--- config.mk ---
export PLATFORM = sky130hd
export DESIGN_NAME = pipe_stage_reg
export DESIGN_NICKNAME = d
export VERILOG_FILES = /design/src/rtl/pipe_stage_reg.sv
export SDC_FILE = /design/constraint.sdc
export NUM_CORES = 1
export LEC_CHECK = 0
export CAP_MARGIN = 30
export CORE_MARGIN = 2
export CORE_UTILIZATION = 45
export CTS_CLUSTER_DIAMETER = 100
export DETAILED_ROUTE_END_ITERATION = 7
export PLACE_DENSITY = 0.89
export SYNTH_ARGS = -nofsm -noshare
export SYNTH_HDL_FRONTEND = slang
export SYNTH_SLANG_ARGS = --single-unit
--- constraint.sdc ---
create_clock -name clk -period 3.95 [get_ports clk]
set_clock_uncertainty 0.05 [all_clocks]
set_input_delay 1.185 -clock clk [delete_from_list [all_inputs] [get_ports clk]]
set_output_delay 1.185 -clock clk [all_outputs]
set_load 0.02 [all_outputs]
--- src/rtl/pipe_stage_reg.sv ---
// ---------------------------------------------------------------------------
// pipe_stage_reg
//
// Pipeline stage register placed between two pipeline stages (ID/EX, EX/MEM,
// MEM/WB). It carries a data payload and a control payload across one stage
// with a valid/ready handshake. It also provides:
//   - a synchronous flush that turns the stage into a bubble,
//   - a saturating counter of back-pressured cycles.
//
// A beat is accepted on a rising edge with in_valid && in_ready. It leaves
// (drains) on a rising edge with out_valid && out_ready. Latency is one
// cycle. Throughput is one beat per cycle while out_ready stays high.
//
// Build option:
//   PIPE_SKID_EN  When defined, adds a one-entry skid buffer so that in_ready
//                 is a flop and no longer depends on out_ready. The stage then
//                 holds up to two beats. When undefined, the stage holds one
//                 beat and in_ready = !out_valid || out_ready (combinational).
//
// Parameters:
//   DATA_W  width of the data payload; flush leaves it unchanged
//   CTRL_W  width of the control payload; flush and bubbles force it to zero
//   CNT_W   width of the back-pressure counter
//
// Ports:
//   clk        single clock, rising-edge active
//   rst        asynchronous active-high reset
//   in_valid   upstream beat present
//   in_ready   stage can accept a beat this cycle
//   in_data    upstream data payload
//   in_ctrl    upstream control payload
//   out_valid  stage holds a valid beat
//   out_ready  downstream accepts the beat this cycle
//   out_data   registered data payload
//   out_ctrl   registered control payload, all-zero whenever out_valid=0
//   flush      synchronous kill of all held and incoming beats
//   stall_cnt  saturating count of edges with out_valid && !out_ready
// ---------------------------------------------------------------------------
module pipe_stage_reg #(
    parameter int DATA_W = 48,
    parameter int CTRL_W = 8,
    parameter int CNT_W  = 16
) (
    input  logic              clk,
    input  logic              rst,
    input  logic              in_valid,
    output logic              in_ready,
    input  logic [DATA_W-1:0] in_data,
    input  logic [CTRL_W-1:0] in_ctrl,
    output logic              out_valid,
    input  logic              out_ready,
    output logic [DATA_W-1:0] out_data,
    output logic [CTRL_W-1:0] out_ctrl,
    input  logic              flush,
    output logic [CNT_W-1:0]  stall_cnt
);

    typedef struct packed {
        logic [DATA_W-1:0] data;
        logic [CTRL_W-1:0] ctrl;
    } beat_t;

    localparam logic [CNT_W-1:0] CNT_ONE = CNT_W'(1);
    localparam logic [CNT_W-1:0] CNT_MAX = '1;

    // Main register: the beat presented on out_*.
    logic  mv;
    logic  mv_nxt;
    beat_t main;
    beat_t main_nxt;

    beat_t in_beat;
    logic  accept;
    logic  drain;

    assign in_beat = '{data: in_data, ctrl: in_ctrl};
    assign accept  = in_valid && in_ready;
    assign drain   = mv && out_ready;

`ifdef PIPE_SKID_EN
    // -----------------------------------------------------------------------
    // Skid variant: a second entry catches the beat accepted while the main
    // register is full and stalled. in_ready is registered, so it can only
    // drop one cycle after the skid entry fills. That is why the skid entry
    // must exist at all.
    // -----------------------------------------------------------------------
    logic  sv;
    logic  sv_nxt;
    logic  skid_load;
    logic  rdy_q;
    beat_t skid;

    assign in_ready = rdy_q;

    // NOTE: every output of this block is given a default first, so no path
    // leaves a variable unassigned and no latch is inferred.
    always_comb begin
        mv_nxt    = mv;
        main_nxt  = main;
        sv_nxt    = sv;
        skid_load = 1'b0;

        if (flush) begin
            // Bubble: drop everything held and anything accepted this edge.
            // Data is left as-is; only control must read as zero.
            mv_nxt        = 1'b0;
            main_nxt.ctrl = '0;
            sv_nxt        = 1'b0;
        end else if (sv) begin
            // Two beats held (sv implies mv). Only a drain moves anything.
            // The skid beat is older than any incoming beat, so it goes to
            // the main register first.
            if (drain) begin
                main_nxt  = skid;
                sv_nxt    = accept;
                skid_load = accept;
            end
        end else if (accept) begin
            if (!mv || drain) begin
                mv_nxt   = 1'b1;
                main_nxt = in_beat;
            end else begin
                // Main register full and stalled: park the beat in the skid.
                sv_nxt    = 1'b1;
                skid_load = 1'b1;
            end
        end else if (drain) begin
            mv_nxt        = 1'b0;
            main_nxt.ctrl = '0;
        end
    end

    // in_ready mirrors "skid empty" for the coming cycle.
    always_ff @(posedge clk or posedge rst) begin
        if (rst) begin
            sv    <= 1'b0;
            rdy_q <= 1'b1;
        end else begin
            sv    <= sv_nxt;
            rdy_q <= !sv_nxt;
        end
    end

    // NOTE: the skid payload has no reset. It is only read while sv=1, and sv
    // is reset, so leaving reset off this storage loses nothing.
    always_ff @(posedge clk) begin
        if (skid_load) begin
            skid <= in_beat;
        end
    end

`else
    // -----------------------------------------------------------------------
    // Plain variant: one entry. A new beat may enter whenever the held one is
    // leaving in the same cycle. This makes in_ready combinational from
    // out_ready.
    // -----------------------------------------------------------------------
    assign in_ready = !mv || out_ready;

    always_comb begin
        mv_nxt   = mv;
        main_nxt = main;

        if (flush) begin
            mv_nxt        = 1'b0;
            main_nxt.ctrl = '0;
        end else if (accept) begin
            // accept already implies the register is empty or draining.
            mv_nxt   = 1'b1;
            main_nxt = in_beat;
        end else if (drain) begin
            mv_nxt        = 1'b0;
            main_nxt.ctrl = '0;
        end
    end
`endif

    // -----------------------------------------------------------------------
    // Main register. ctrl is kept at zero whenever mv=0, so out_ctrl needs no
    // gating.
    // -----------------------------------------------------------------------
    // NOTE: state is written with non-blocking assignments so that every
    // flop samples the pre-edge values, whatever the order of evaluation.
    always_ff @(posedge clk or posedge rst) begin
        if (rst) begin
            mv   <= 1'b0;
            main <= '0;
        end else begin
            mv   <= mv_nxt;
            main <= main_nxt;
        end
    end

    assign out_valid = mv;
    assign out_data  = main.data;
    assign out_ctrl  = main.ctrl;

    // -----------------------------------------------------------------------
    // Back-pressure counter. It counts every edge on which a held beat was
    // refused, including flush edges. It sticks at all-ones and is cleared
    // only by rst.
    // -----------------------------------------------------------------------
    always_ff @(posedge clk or posedge rst) begin
        if (rst) begin
            stall_cnt <= '0;
        end else if (mv && !out_ready && (stall_cnt != CNT_MAX)) begin
            stall_cnt <= stall_cnt + CNT_ONE;
        end
    end

endmodule

==> flow_summary.yaml <==
timing:
  setup_ws_ns: 0.139
  period_share: 0.965
  setup_tns_ns: 0
  hold_viol_final: 0
  rsz0062_at_grt: "false"
  max_slew_margin: 0.593
  max_clock_freq_mhz: 262
  layout_min_cycle_time_ns: 3.81
  slew_viol_final: 0
  setup_viol: 0
  worstMarginPinSlew_ns: 0.609
grt:
  grt_start_max_net_pins: 74
  grt_pass1_vias: 2273
  grt_util_all_layers: 0.196
  grt_overflow: 0
  grt_first_pass_wirelength_mm: 11.3
  antenna_found_initial: 0
setup_path:
  cpMostUsedCell: "clkdlybuf4s50_1"
  crit_path_start_kind: "input pin"
  critical_path_class: "in2out"
  slowest_stage: "clkdlybuf4s50_1"
  cp_cell_sequence: "clkdlybuf4s50_1, nor2b_4, inv_1, clkdlybuf4s50_1"
  required_ns: 2.71
  cp-end-kind: "output pin"
  path_max_fanout: 10
  crit_path_max_incr_delay_ns: 0.56
  worst_ep_arrival_time_ns: 2.58
final_layout:
  stdcell_area_um2: 4570
  antenna-diode-count: 0
  drive_above_1_share: 0.219
  final_core_util: 0.715
  area_delta_synth_final_pct: 52.6
  fin_cells: 420
  nets: 400
logic_synthesis:
  ys.flop_type: "dfrtp_1"
  yosysMostFrequentCell: "dfrtp_1"
  yosysTopAreaCell: "dfrtp_1"
  synth_area_um2: 2990
  synth_area_leaders: "dfrtp_1 (61%), mux2_2 (17%), a22o_1 (2.3%)"
  syn-num-nets: 260
  yosys_warnings: 0
  async_reset_ff_frac: 1.00
  seq_area_frac_synth: 0.610
  synth_common_cells: "dfrtp_1 (73), mux2_2 (45), a22o_1 (8)"
  avgSynthCellArea_um2: 15.1
  synth_edf_count: 0
  synth_cell_types: 36
  yosys.area.top_type_share: 0.610
  synth-seq-cells: 73
  syn_inst: 198
placed_design:
  dpl_cell_area_um2: 4410
  port_buffers: 134
  place_hpwl_mm: 5.02
  gp_congestion: 0.805
  dp_cells: 404
  place_ws_ns: 0.144
route:
  drc: 0
  via_per_inst: 5.05
  wirelength_mm: 6.87
  ant_nets: 0
  dr.pass1.iters: 4
  wire_per_inst_um: 16.4
  drtIter0Drc: 69
  vias: 2123
cts:
  clock_sinks: 73
  insertion_delay_ns: 0.33
  cts-buffers-inserted: 9
  cts_max_level: 3
  clkTransAtPathRegs_ns: 0.07
  cts.path.max_buffers: 2
  post_cts_buffers: 0
  clockRootBuffer: "clkbuf_8"
  cts.hold.buffers_added: 0
  cts_resized: 0
  cts_tree: "yes"
hold_path:
  min_path_type: "reg2reg"
power_and_ir_drop:
  p_leak_nw: 1.95
  peakVddDrop_uv: 302
  p_per_area_nw_per_um2: 453
outcome:
  status: "completed"
die:
  ios: 135
  rows: 29
  dieWidth_um: 85.6
  fp.dieH_um: 85.6
  die_area_um2: 7320
  core-area_um2: 6390
  start_util: 0.469
job:
  maxCapViolCount: 0
==> through the flow <==
step / hold slack [ns] / power (W)
after floorplan: 0.559 / 0.00126
after global placement: 0.419 / 0.00159
after detailed placement: 0.435 / 0.00161
after CTS: 0.450 / 0.00209
after global routing: 0.464 / 0.00218
final: 0.443 / 0.00207
==> kinds of logic after synthesis <==
kind of cell	share of synthesized area
adders and majority gates	0.00418
AOI/OAI and AO/OA	0.0564
xor gates and xnor gates	0.0322
and+or+nand+nor	0.0873
buffers and inverters	0.0242
DFF	0.610
muxes	0.186
==> layer usage <==
metal  global-route usage  up-vias  share of wire
met2                0.332       85           0.51
met1                0.246     1038           0.41
li1                     -      992              -
met5                    0        -              0
met3               0.0462        8          0.071
met4               0.0765        0          0.012
==> layout by cell type (no fill, tap or decap), types with 3 or more instances in the layout <==
master,instances
mux2_1,3
clkinv_2,4
xnor2_1,5
nand2_1,3
clkdlybuf4s50_1,134
dfrtp_1,73
clkbuf_1,3
mux2_2,45
a31oi_1,4
xor2_1,6
a21oi_1,4
clkbuf_8,9
nand3_1,5
nor2_1,7
a22o_1,8
==> path summary, 6_finish.rpt <==
| kind | startpoint | end | slack, ns | cells past startpoint |
|---|---|---|---|---|
| max in group asynchronous | rst | out_ctrl[1]$_DFFE_PP0P_ | 2.35 | 3 |
| setup / recovery | out_ready | in_ready | 0.14 | 4 |
| hold / removal | out_data[5]$_DFFE_PP0P_ | out_data[5]$_DFFE_PP0P_ | 0.44 | 1 |
| min in group asynchronous | rst | out_data[32]$_DFFE_PP0P_ | 1.20 | 3 |
| setup reg to reg | out_valid$_DFFE_PP0P_ | out_data[40]$_DFFE_PP0P_ | 2.27 | 4 |
| hold reg to reg | out_data[5]$_DFFE_PP0P_ | out_data[5]$_DFFE_PP0P_ | 0.44 | 1 |
==> report_power, final <==
part / total [W] / switching, W / leakage [nW] / internal, W
clock network: 0.000480 / 0.000256 / 0.0839 / 0.000225
registers: 0.000940 / 0.0000776 / 0.899 / 0.000863
logic: 0.000649 / 0.000295 / 0.968 / 0.000354
total: 0.00207 / 0.000629 / 1.95 / 0.00144
==> cell type report <==
class,count,area [µm²]
fill,447,1820
inverter,2,7.51
clock buffer,12,135
timing repair buffer,136,1380
multi-input combinational,116,1100
clock inverter,4,20.0
sequential,73,1830
tap,77,96.3
==> flip-flops by register name, indices dropped and copies added (netlist names) <==
name,cells
out_ctrl,8
stall_cnt,16
out_valid,1
out_data,48
==> critical path, delay by kind of cell <==
family,cells,cell delay [ns]
buffers and inverters,3,1.13
AND/OR/NAND/NOR,1,0.26
Power figures use the tool's default switching activity.
==> RTL edit 1: new RTL, same settings <==
Add a define of `PIPE_SKID_EN`.
--- a/src/rtl/pipe_stage_reg.sv
+++ b/src/rtl/pipe_stage_reg.sv
@@ -37,4 +37,6 @@
 //   stall_cnt  saturating count of edges with out_valid && !out_ready
 // ---------------------------------------------------------------------------
+`define PIPE_SKID_EN
+
 module pipe_stage_reg #(
     parameter int DATA_W = 48,
Behaviour: not the same (Yosys sat finds a counterexample within 4 cycles, from zero or initial values and one cycle with rst high).
==> RTL edit 1 against the unedited design <==
  * Power rose by 110%
  * Cell count rose by 65%
  * Setup slack improved by 0.97 ns
  * First-iteration DRC count rose to 3.6 times the old value
  * Wire length rose by 70%
  * Sequential power rose by 83%
  * Register-to-register slack got worse by 0.44 ns
  * Hold slack improved by 0.030 ns
  * Synthesized area rose by 75%
  * Sequential cell count rose by 58
  * Utilization fell by 6.1 points
  * Combinational power rose by 38%
  * Cell area rose by 63%
  * Critical path type is now register to primary output
  * Largest power group is now the clock network
==> RTL edit 1: results (changes against the unedited design) <==
| Metric | Value |
|---|---|
| Outcome | `completed` |
| Detailed Place HPWL | `7.86 mm (+57%)` |
| GP Congestion | `0.816 (+1.4%)` |
| Layout net count | `598 (+50%)` |
| Global-route wire length before repair | `18.8 mm (+67%)` |
| Slowest Stage Delay on Critical Path | `0.61 ns (+0.05 ns)` |
| FF-to-FF End | `skid[37]` |
| GR Util All Layers | `0.192 (-0.00437)` |
| DR vias/cell | `5.30 (+4.9%)` |
| Max reg flops | `56 (+17%)` |
| Largest net degree at the start of global routing | `97 (+31%)` |
| Detailed Routing Iterations Pass 1 | `5 (+1)` |
| CTS buffer count | `17 (+8)` |
| Worst EP arrival | `1.60 ns (-0.98 ns)` |
| Synth cell count leaders | `dfrtp_1, nor2_1, a21oi_1` |
| PortBufs | `134 (unchanged)` |
| Pleak | `2.80 nW (+44%)` |
| Crit path max fanout | `4 (-6)` |
| DP Cell Count | `660 (+63%)` |
| Final wirelength | `11.7 mm (+70%)` |
| Post-CTS Setup Bufs | `0 (unchanged)` |
| Reg-to-reg startpoint | `sv` |
| Initial antenna violation count | `0 (unchanged)` |
| Layout cells sized above 1 | `0.0911 (-0.128)` |
| Synthesized area per cell | `13.3 µm² (-12%)` |
| Measured slew at the worst slew-check pin | `0.657 ns (+0.0484 ns)` |
| Yosys cell types | `41 (+14%)` |
| Skew-Pair Late Insertion Delay | `0.42 ns (+0.09 ns)` |
| Slowest stage cell, crit path | `clkdlybuf4s50_1` |
| Depth of the worst register-to-register path | `3 (-1)` |
| Peak VDD IR | `0.392 mV (+30%)` |
| H-Tree Depth | `4 (+1)` |
| Number of synthesized flops with an enable pin | `56 (+56)` |
| Hold WC Path Type | `register to register` |
| Mapped Nets | `457 (+76%)` |
| Fraction of the yosys area taken by sequential cells | `0.680 (+0.0697)` |
| Starting DRT DRC Count | `249 (+260%)` |
| Crit path to | `in_ready` |
| Wire per inst | `16.9 µm (+3.4%)` |
| Top cells by area, synth | `dfrtp_1, edfxtp_1, mux2i_1` |
| Synth async-reset ratio | `0.573 (-0.427)` |
| R2r setup slk | `1.83 ns (-0.44 ns)` |
| Root Buffer | `clkbuf_16` |
| Vias in the first global route | `3759 (+65%)` |
| Net Sw Power | `1.17 mW (+86%)` |
| CP startpoint | `in_ready` |
RTL edit 1: cell types whose count changed in the layout (fill, tap and decap cells not counted), moves of 6 or more:
cell | before | now
a22o_1 | 8 | 0
clkbuf_16 | 0 | 17
a22oi_1 | 0 | 8
edfxtp_1 | 0 | 56
mux2_2 | 45 | 3
nand2_1 | 3 | 11
a21oi_1 | 4 | 60
clkbuf_8 | 9 | 3
nor2_1 | 7 | 62
mux2i_1 | 0 | 48
RTL edit 1: worst min path at each step:
stage | from | to | slack [ns] | depth (start not counted)
after CTS | out_data[41] | out_data[41] | 0.48 | 2
final | out_data[41] | out_data[41] | 0.47 | 2
after global routing | stall_cnt[5] | stall_cnt[5] | 0.50 | 1
after floorplan | skid[18] | out_data[10] | 0.47 | 2
after global placement | stall_cnt[5] | stall_cnt[5] | 0.46 | 1
after detailed placement | out_data[41] | out_data[41] | 0.47 | 2
RTL edit 1: area by class of cell:
class                   count  area [µm²]
fillers                   850        3930
flip-flops and latches    131        3560
multi-input cells         242        1580
repair buffers            140        1440
clock buffers              20         467
clock inverters            12         201
well taps                 143         179
inverters                   4        16.3
RTL edit 1: per-layer routing:
layer  track usage  routed length (µm)
met1         0.235                4920
met2         0.318                5890
met3        0.0615                 731
met4        0.0765                 162
met5             0                   0
RTL edit 1: worst reg2reg max path, delay by kind of cell (launching register included):
family / cells / cell delay [ns]
buffers and inverters: 1 / 0.26
DFF: 1 / 0.76
and+or+nand+nor: 1 / 0.54
xor gates and xnor gates: 1 / 0.20
RTL edit 1: kinds of logic (layout without fill, tap and decap cells):
logic type | count (synthesis) | in the layout | share of synthesized area
AND/OR/NAND/NOR | 104 | 104 | 0.101
XOR/XNOR | 12 | 12 | 0.0201
multiplexers | 51 | 51 | 0.0982
adder cells (fa/ha/maj) | 1 | 1 | 0.00239
AO/OA/AOI/OAI | 74 | 74 | 0.0777
buffers and inverters | 22 | 176 | 0.0213
flip-flops | 131 | 131 | 0.680
RTL edit 1: power by group through the flow:
stage / Sequential [mW] / Combinational, mW / Clock [mW]
global placement: 1.74 / 0.872 / 0
CTS: 1.72 / 0.905 / 1.78
finish: 1.72 / 0.894 / 1.75
global route: 1.74 / 0.955 / 1.84
detailed placement: 1.74 / 0.899 / 0
floorplan: 1.91 / 0.250 / 0
RTL edit 1: stage by stage:
stage / hold WS (ns) / instance area [µm²] / util / worst slack (ns) / power, mW
floorplan: 0.469 / 5240 / - / 0.629 / 2.16
global placement: 0.458 / 6770 / 0.596 / 0.754 / 2.61
detailed placement: 0.466 / 6770 / 0.596 / 0.732 / 2.64
CTS: 0.479 / 7440 / 0.654 / 1.09 / 4.41
global route: 0.504 / 7440 / 0.654 / 1.07 / 4.53
finish: 0.473 / 7440 / 0.654 / 1.11 / 4.37
==> RTL edit 2: new RTL, same flow settings <==
Without the edit above. Register the output `stall_cnt` once more; this adds one clock of latency there. The other outputs are not delayed to match.
--- a/src/rtl/pipe_stage_reg.sv
+++ b/src/rtl/pipe_stage_reg.sv
@@ -64,4 +64,6 @@
     localparam logic [CNT_W-1:0] CNT_MAX = '1;
 
+    logic [CNT_W-1:0] stall_cnt_s0;
+
     // Main register: the beat presented on out_*.
     logic  mv;
@@ -203,8 +205,12 @@
     always_ff @(posedge clk or posedge rst) begin
         if (rst) begin
-            stall_cnt <= '0;
-        end else if (mv && !out_ready && (stall_cnt != CNT_MAX)) begin
-            stall_cnt <= stall_cnt + CNT_ONE;
-        end
+            stall_cnt_s0 <= '0;
+        end else if (mv && !out_ready && (stall_cnt_s0 != CNT_MAX)) begin
+            stall_cnt_s0 <= stall_cnt_s0 + CNT_ONE;
+        end
+    end
+
+    always_ff @(posedge clk) begin
+        stall_cnt <= stall_cnt_s0;
     end
 
Function: changed (Yosys sat finds a counterexample within 4 cycles, from zero or initial values and one cycle with rst high).
==> RTL edit 2 against the unedited design <==
  * Cell area increased by 7.9%
  * Synthesized area increased by 11%
  * Power increased by 14%
  * Setup slack improved by 0.23 ns
  * Maximum frequency increased by 6.5%
  * Sequential power increased by 20%
  * Register-to-register slack got worse by 0.19 ns
  * Wire length increased by 11%
  * Sequential cell count increased by 16
  * Critical endpoint unchanged
  * Largest cell class unchanged
  * Largest power group unchanged
==> RTL edit 2: results (changes against the unedited design) <==
| Metric | Value |
|---|---|
| Pre-CTS setup slack | `0.368 ns (+0.224 ns)` |
| Synth cell count leaders | `dfrtp_1, mux2_2, dfxtp_1` |
| Layout cells sized above 1 | `0.211 (-0.00813)` |
| DR vias/cell | `4.84 (-4.2%)` |
| Peak VDD IR | `0.281 mV (-6.7%)` |
| Outcome | `completed` |
| Yosys cell types | `34 (-5.6%)` |
| Synthesized area per cell | `15.3 µm² (+1.3%)` |
| Final wirelength | `7.62 mm (+11%)` |
| Headroom to the max-slew limit | `0.391 (-0.201)` |
| Worst-path clk slew | `0.07 ns (about the same)` |
| Global-route wire length before repair | `12.4 mm (+10%)` |
| GP Congestion | `0.767 (-4.7%)` |
| Slowest Stage Delay on Critical Path | `0.61 ns (+0.05 ns)` |
| PortBufs | `134 (unchanged)` |
| Crit path max fanout | `2 (-8)` |
| Sw Share | `0.281 (-0.0226)` |
| Vias in the first global route | `2352 (+3.5%)` |
| CTS buffer count | `9 (unchanged)` |
| Largest net degree at the start of global routing | `74 (unchanged)` |
| DP Cell Count | `444 (+9.9%)` |
| GR Util All Layers | `0.198 (+0.00195)` |
| Layout net count | `418 (+4.5%)` |
| Starting DRT DRC Count | `67 (-2.9%)` |
| Fmax | `279 MHz (+6.5%)` |
| Worst EP arrival | `2.34 ns (-0.24 ns)` |
| Synth async-reset ratio | `0.820 (-0.180)` |
| Pleak | `2.08 nW (+6.8%)` |
| Detailed Place HPWL | `5.67 mm (+13%)` |
| Mapped Nets | `278 (+6.9%)` |
| Wire per inst | `16.6 µm (+1.2%)` |
| Fraction of the yosys area taken by sequential cells | `0.649 (+0.0387)` |
| Top cells by area, synth | `dfrtp_1, mux2_2, dfxtp_1` |
## RTL edit 2: path summary, 6_finish.rpt
kind	start	endpoint	slack (ns)	cells past startpoint
min	stall_cnt_s0[5]	stall_cnt[5]	0.35	0
min reg2reg	stall_cnt_s0[5]	stall_cnt[5]	0.35	0
max	out_ready	in_ready	0.37	4
min in group asynchronous	rst	out_data[25]	1.37	3
max reg2reg	stall_cnt_s0[0]	stall_cnt_s0[1]	2.08	5
max in group asynchronous	rst	out_data[24]	1.88	3
## RTL edit 2: final cells by class
type                       instances  area, µm²
timing repair buffer             137       1380
clock buffer                      14        184
inverter                           4       15.0
tap                               99        124
multi-input combinational        115       1070
fill                             492       2250
clock inverter                     2       10.0
sequential                        89       2150
## RTL edit 2: kinds of logic after synthesis
family	count (synthesis)	synth area share
mux	50	0.170
xor+xnor	12	0.0318
compound gates	17	0.0393
fa+ha+maj	1	0.00378
flops	89	0.649
buf+inv	12	0.0295
simple gates	35	0.0771
## RTL edit 2: per-stage QoR
stage | utilization | cell area [µm²]
2_1_floorplan | - | 3310
3_3_place_gp | 0.660 | 4730
3_5_place_dp | 0.660 | 4730
5_1_grt | 0.687 | 4930
6_report | 0.687 | 4930
4_1_cts | 0.687 | 4930
## RTL edit 2: power by group through the flow
stage,Clock (mW),Combinational [mW],Sequential [mW]
finish,0.591,0.629,1.13
detailed placement,0,0.633,1.15
CTS,0.609,0.635,1.14
floorplan,0,0.157,1.29
global route,0.648,0.661,1.15
global placement,0,0.620,1.14
## RTL edit 2: critical path: cells and delay by family
kind	cells	cell delay, ns
buffers and inverters	3	1.12
and+or+nand+nor	1	0.05
## RTL edit 2: metal layers
metal | global-route usage | part of all wire | routed length [µm]
met5 | 0 | 0 | 0
met2 | 0.339 | 0.50 | 3810
met1 | 0.221 | 0.39 | 2970
met4 | 0.0923 | 0.031 | 234
met3 | 0.0729 | 0.079 | 604
